$ cat config.mk
export PLATFORM = sky130hd
export DESIGN_NAME = poly_decompress_ctrl
export DESIGN_NICKNAME = d
export VERILOG_FILES = /design/src/rtl/poly_decompress_ctrl.sv
export SDC_FILE = /design/constraint.sdc
export NUM_CORES = 1
export LEC_CHECK = 0
export ABC_AREA = 1
export CORE_MARGIN = 10
export CORE_UTILIZATION = 40
export CTS_CLUSTER_SIZE = 25
export DETAILED_ROUTE_END_ITERATION = 8
export PLACE_DENSITY = 0.6
export SYNTH_ARGS = -nofsm -noshare
export SYNTH_HDL_FRONTEND = slang
export SYNTH_SLANG_ARGS = --single-unit
$ cat constraint.sdc
create_clock -name clk -period 7.2 [get_ports clk]
set_input_delay 2.16 -clock clk [delete_from_list [all_inputs] [get_ports clk]]
set_output_delay 2.16 -clock clk [all_outputs]
set_load 0.01 [all_outputs]
$ cat src/rtl/poly_decompress_ctrl.sv
// rtl/poly_decompress_ctrl.sv - unpacks D-bit fields from a byte stream and decompresses them to 12-bit coefficients
// Optional stall counter port enabled by DECOMP_STALL_CNT_EN.
module poly_decompress_ctrl #(
  parameter int N_COEFF = 256
) (
  input  logic        clk,
  input  logic        rst_n,
  input  logic        start,
  input  logic [2:0]  d_sel,
  input  logic [7:0]  in_data,
  input  logic        in_valid,
  output logic        in_ready,
  output logic [11:0] coeff,
  output logic [7:0]  coeff_idx,
  output logic        out_valid,
  input  logic        out_ready,
  output logic        busy,
  output logic        done,
`ifdef DECOMP_STALL_CNT_EN
  output logic [15:0] stall_cnt,
`endif
  output logic        err
);

  localparam logic [9:0] NB8      = 10'(N_COEFF / 8);
  localparam logic [7:0] LAST_IDX = 8'(N_COEFF - 1);

  typedef enum logic [1:0] {IDLE, RUN, DONE} state_t;
  state_t state, state_next;

  logic [23:0] bit_buf, buf_shift, buf_next;
  logic [4:0]  bit_cnt, cnt_after, cnt_next;
  logic [9:0]  bytes_taken, total_bytes;
  logic [3:0]  d_reg, d_dec;
  logic        start_ok, accept, extract, out_hs;
  logic [10:0] y;
  logic [23:0] prod;
  logic [11:0] coeff_calc;

  always_comb begin
    d_dec = 4'd0;
    case (d_sel)
      3'd0:    d_dec = 4'd1;
      3'd1:    d_dec = 4'd4;
      3'd2:    d_dec = 4'd5;
      3'd3:    d_dec = 4'd10;
      3'd4:    d_dec = 4'd11;
      default: d_dec = 4'd0;
    endcase
  end

  assign start_ok    = start && (d_sel <= 3'd4);
  assign total_bytes = NB8 * {6'd0, d_reg};
  assign in_ready    = (state == RUN) && (bit_cnt <= 5'd16) && (bytes_taken < total_bytes);
  assign accept      = in_valid && in_ready;
  assign out_hs      = out_valid && out_ready;
  assign extract     = (state == RUN) && (bit_cnt >= {1'b0, d_reg}) && (!out_valid || out_ready);
  assign busy        = (state != IDLE);
  assign done        = (state == DONE);

  // Shift out the extracted field first, then append the new byte above what remains.
  always_comb begin
    buf_shift = extract ? (bit_buf >> d_reg) : bit_buf;
    cnt_after = extract ? (bit_cnt - {1'b0, d_reg}) : bit_cnt;
    buf_next  = accept ? (buf_shift | ({16'd0, in_data} << cnt_after)) : buf_shift;
    cnt_next  = accept ? (cnt_after + 5'd8) : cnt_after;
  end

  // Rounded y*q/2^D; the 24-bit product holds 2047*3329 plus rounding without loss.
  always_comb begin
    y          = 11'(bit_buf & ((24'd1 << d_reg) - 24'd1));
    prod       = {13'd0, y} * 24'd3329 + (24'd1 << (d_reg - 4'd1));
    coeff_calc = 12'(prod >> d_reg);
  end

  always_comb begin
    state_next = state;
    case (state)
      IDLE:    if (start_ok) state_next = RUN;
      RUN:     if (out_hs && (coeff_idx == LAST_IDX)) state_next = DONE;
      DONE:    state_next = IDLE;
      default: state_next = IDLE;
    endcase
  end

  always_ff @(posedge clk) begin
    if (!rst_n) state <= IDLE;
    else        state <= state_next;
  end

  always_ff @(posedge clk) begin
    if (!rst_n) begin
      bit_buf     <= 24'd0;
      bit_cnt     <= 5'd0;
      bytes_taken <= 10'd0;
      coeff_idx   <= 8'd0;
      coeff       <= 12'd0;
      out_valid   <= 1'b0;
      err         <= 1'b0;
      d_reg       <= 4'd0;
    end else begin
      err <= (state == IDLE) && start && (d_sel > 3'd4);
      if ((state == IDLE) && start_ok) begin
        d_reg       <= d_dec;
        bit_buf     <= 24'd0;
        bit_cnt     <= 5'd0;
        bytes_taken <= 10'd0;
        coeff_idx   <= 8'd0;
        out_valid   <= 1'b0;
      end else begin
        bit_buf <= buf_next;
        bit_cnt <= cnt_next;
        if (accept) bytes_taken <= bytes_taken + 10'd1;
        if (extract) begin
          coeff     <= coeff_calc;
          out_valid <= 1'b1;
        end else if (out_hs) begin
          out_valid <= 1'b0;
        end
        if (out_hs) coeff_idx <= coeff_idx + 8'd1;
      end
    end
  end

`ifdef DECOMP_STALL_CNT_EN
  always_ff @(posedge clk) begin
    if (!rst_n)
      stall_cnt <= 16'd0;
    else if ((state == IDLE) && start_ok)
      stall_cnt <= 16'd0;
    else if ((state == RUN) && out_valid && !out_ready && (stall_cnt != 16'hFFFF))
      stall_cnt <= stall_cnt + 16'd1;
  end
`endif

endmodule

==> run metrics <==
status complete, no violations; CP cell instances buf_4, nor2_1, nor3_1, ha_1, inv_1, ha_1, ha_1, inv_1, fa_1, inv_1, fa_1, ha_1, nand2_1, nor2_1, inv_1, nor3_1, nand3_1, nand3_1, nand2_1, nand3_1, nand2_1, a21oi_1, a21o_1, inv_1; max incr delay on CP 0.61 ns; sequential power share 0.296; Final HPWL DP 18640 microns; clock power share 0.320; Slew Limit Fails 0; endpoints failing setup 0; fin crit share 0.7874; Largest regs bit_buf: 24 flops, coeff: 12 flops, bytes_taken: 10 flops; DRT antenna net count 0; CTS tree yes; worst-case clock buffer depth 2; Gates resized, CTS repair 0; CP startpoint kind register; WP data required 7.44 ns; Crit path arrival time 5.91 ns; Placement Rows 50; PortBufs 40; register area share after synthesis 0.1739; Max IR drop VDD about 0.17 mV; Achievable Freq 176.4 MHz; Post-Syn Area 7599 sq um; Area growth syn-to-layout 11.41%; cell mode on critical path inv_1; Antenna Cells 0; Layout Skew 0.009603 ns; WS Path Type register to register; Die ar. 24910 sq um; Cell Area, Placed 8169 sq um; vias in the first global route 7523; Syn Area/Cell 6.348 sq um; die height approximately 160 microns; initial antenna violation count 0; DRT Pass-1 Iters 5; fin util 0.4526; chip width 157.8 microns; ys async rst share 0; Overflow after GRT 0; Yosys warnings 0; Cell variety after synth 52; Leak 4.140 nW; setup tns final 0 ns; later-pin clock latency in the skew report 0.34 ns; Slowest cell on crit path nor3_1; relative slew slack 0.5056; final std cells w/o fill 1459; Routed WL per cell 15.93 microns; Final nets 1349; Synth Flop Type dfxtp_1; max_cap viols 0; pwr/cell area 163.8 nW/um^2; Pint ~0.83 mW; Top delay family on crit path adder cells; clock sinks 66; Num CTS Buffers 9; actual slew at the worst max-slew pin 0.7388 ns; H-tree depth 3; Placed Instances about 1400; Net Switching between 0.5 and 0.6 mW; Yosys reg bits 66; area leader, netlist dfxtp_1; top cells by area, synth dfxtp_1 17%, ha_1 16%, nand2_1 15%; Filler Cell Count just over 2000; Reg area approximately 1300 sq um; gpl congestion 0.9403; DRT Wirelength about 23000 microns; CTS root buf clkbuf_16; Tightest Hold Check Type register to register; Post-CTS Setup Inserts 0; DR iter-0 viols 474; drt drc 0; CP Max Fanout 27; Crit. End Element register; Ports 41; CORE AREA 18710 sq um; Final min period between 5 and 6 ns; vias 7783; largest net degree at the start of global routing 49; Synth top area share 0.1739; final hold slack 0.4707 ns; RSZ-0062 raised after global routing no; Hold Vio Cnt, Final 0; Largest register FFs 24; footprint of the multi-input gates around 5500 sq um; Design Area, Final about 8500 sq um; Crit path buffers/inverters 6; CTS clk-pin slew, worst paths 0.06 ns; Post-synth EDFFs 0; hold_buf cts 0; synthesized instance count 1197; vias per cell 5.334; total routing usage reported by global routing 0.1910; layout cells sized above 1 0.04898; Sw Ratio 0.4009; first-pass GRT wire length 38360 microns; Logic pwr share 0.385; Most flops, register bit_buf; Initial Utilization 0.4062
[Yosys cell counts, types with 6 or more instances]
master    instances
nand2_1         308
inv_1           152
nand3_1         120
ha_1             96
o21ai_0          83
a21oi_1          81
nor2_1           78
dfxtp_1          66
clkbuf_1         27
nand4_1          20
fa_1             17
nor3_1           16
a31oi_1          12
o22ai_1          11
inv_2             8
nand3b_1          8
buf_6             6
[logic make-up after synthesis]
family / Yosys count / synth area share
compound gates: 220 / 0.1614
xor+xnor: 9 / 0.01136
fa+ha+maj: 113 / 0.2029
buf+inv: 205 / 0.1090
flops: 66 / 0.1739
mux: 5 / 0.006587
other cells: 2 / 0.0009883
simple gates: 577 / 0.3339
[power groups by stage]
stage | clock network (mW) | logic (mW) | registers (mW)
after floorplan | 0 | 0.392 | 0.418
after global placement | 0 | 0.532 | 0.418
after detailed placement | 0 | 0.530 | 0.418
after CTS | 0.450 | 0.532 | 0.410
after global routing | 0.465 | 0.596 | 0.414
final | 0.443 | 0.533 | 0.410
[per-stage QoR]
step,setup slack [ns],total power [mW]
finish,1.530,1.387
global route,1.089,1.475
CTS,1.596,1.393
detailed placement,1.618,0.9479
global placement,1.571,0.9493
floorplan,2.438,0.8102
[cells in the final DEF, fill, tap and decap left out, types with 11 or more instances in the layout]
cell type	count
nor2_1	78
buf_4	11
inv_1	152
nand2_1	308
a31oi_1	12
a21oi_1	81
nor3_1	16
fa_1	17
clkdlybuf4s50_1	40
nand4_1	20
o22ai_1	11
ha_1	96
dfxtp_1	66
nand3_1	120
o21ai_0	83
[final cells by class]
cell class / count / share of cell area
clock buffers: 10 / 0.02705
clock inverters: 6 / 0.007981
inverters: 160 / 0.07094
multi-input cells: 932 / 0.6463
flip-flops and latches: 66 / 0.1561
well taps: 234 / 0.03458
repair buffers: 51 / 0.05705
[worst reg2reg max path: cells and delay by family (launching register included)]
family | cells | cell delay (ns)
DFF | 1 | 0.60
and+or+nand+nor | 10 | 1.82
buffers and inverters | 6 | 0.64
AOI/OAI and AO/OA | 2 | 0.27
adders and majority gates | 6 | 2.23
[worst paths after layout]
check,cells after the start,endpoint,from,slack (ns)
max,24,coeff[6],d_reg[0],1.53
min,2,coeff[0],coeff[0],0.47
max reg2reg,24,coeff[6],d_reg[0],1.53
min reg2reg,2,coeff[0],coeff[0],0.47
[routing by layer]
layer  up-vias  track usage  share of wire
li1       4008            -              -
met4         0      0.05120          0.011
met2       155       0.3428           0.51
met5         -            0              0
met1      3601       0.2354           0.45
met3        19      0.02117          0.031
No activity file was read; power rests on OpenSTA's default activity.
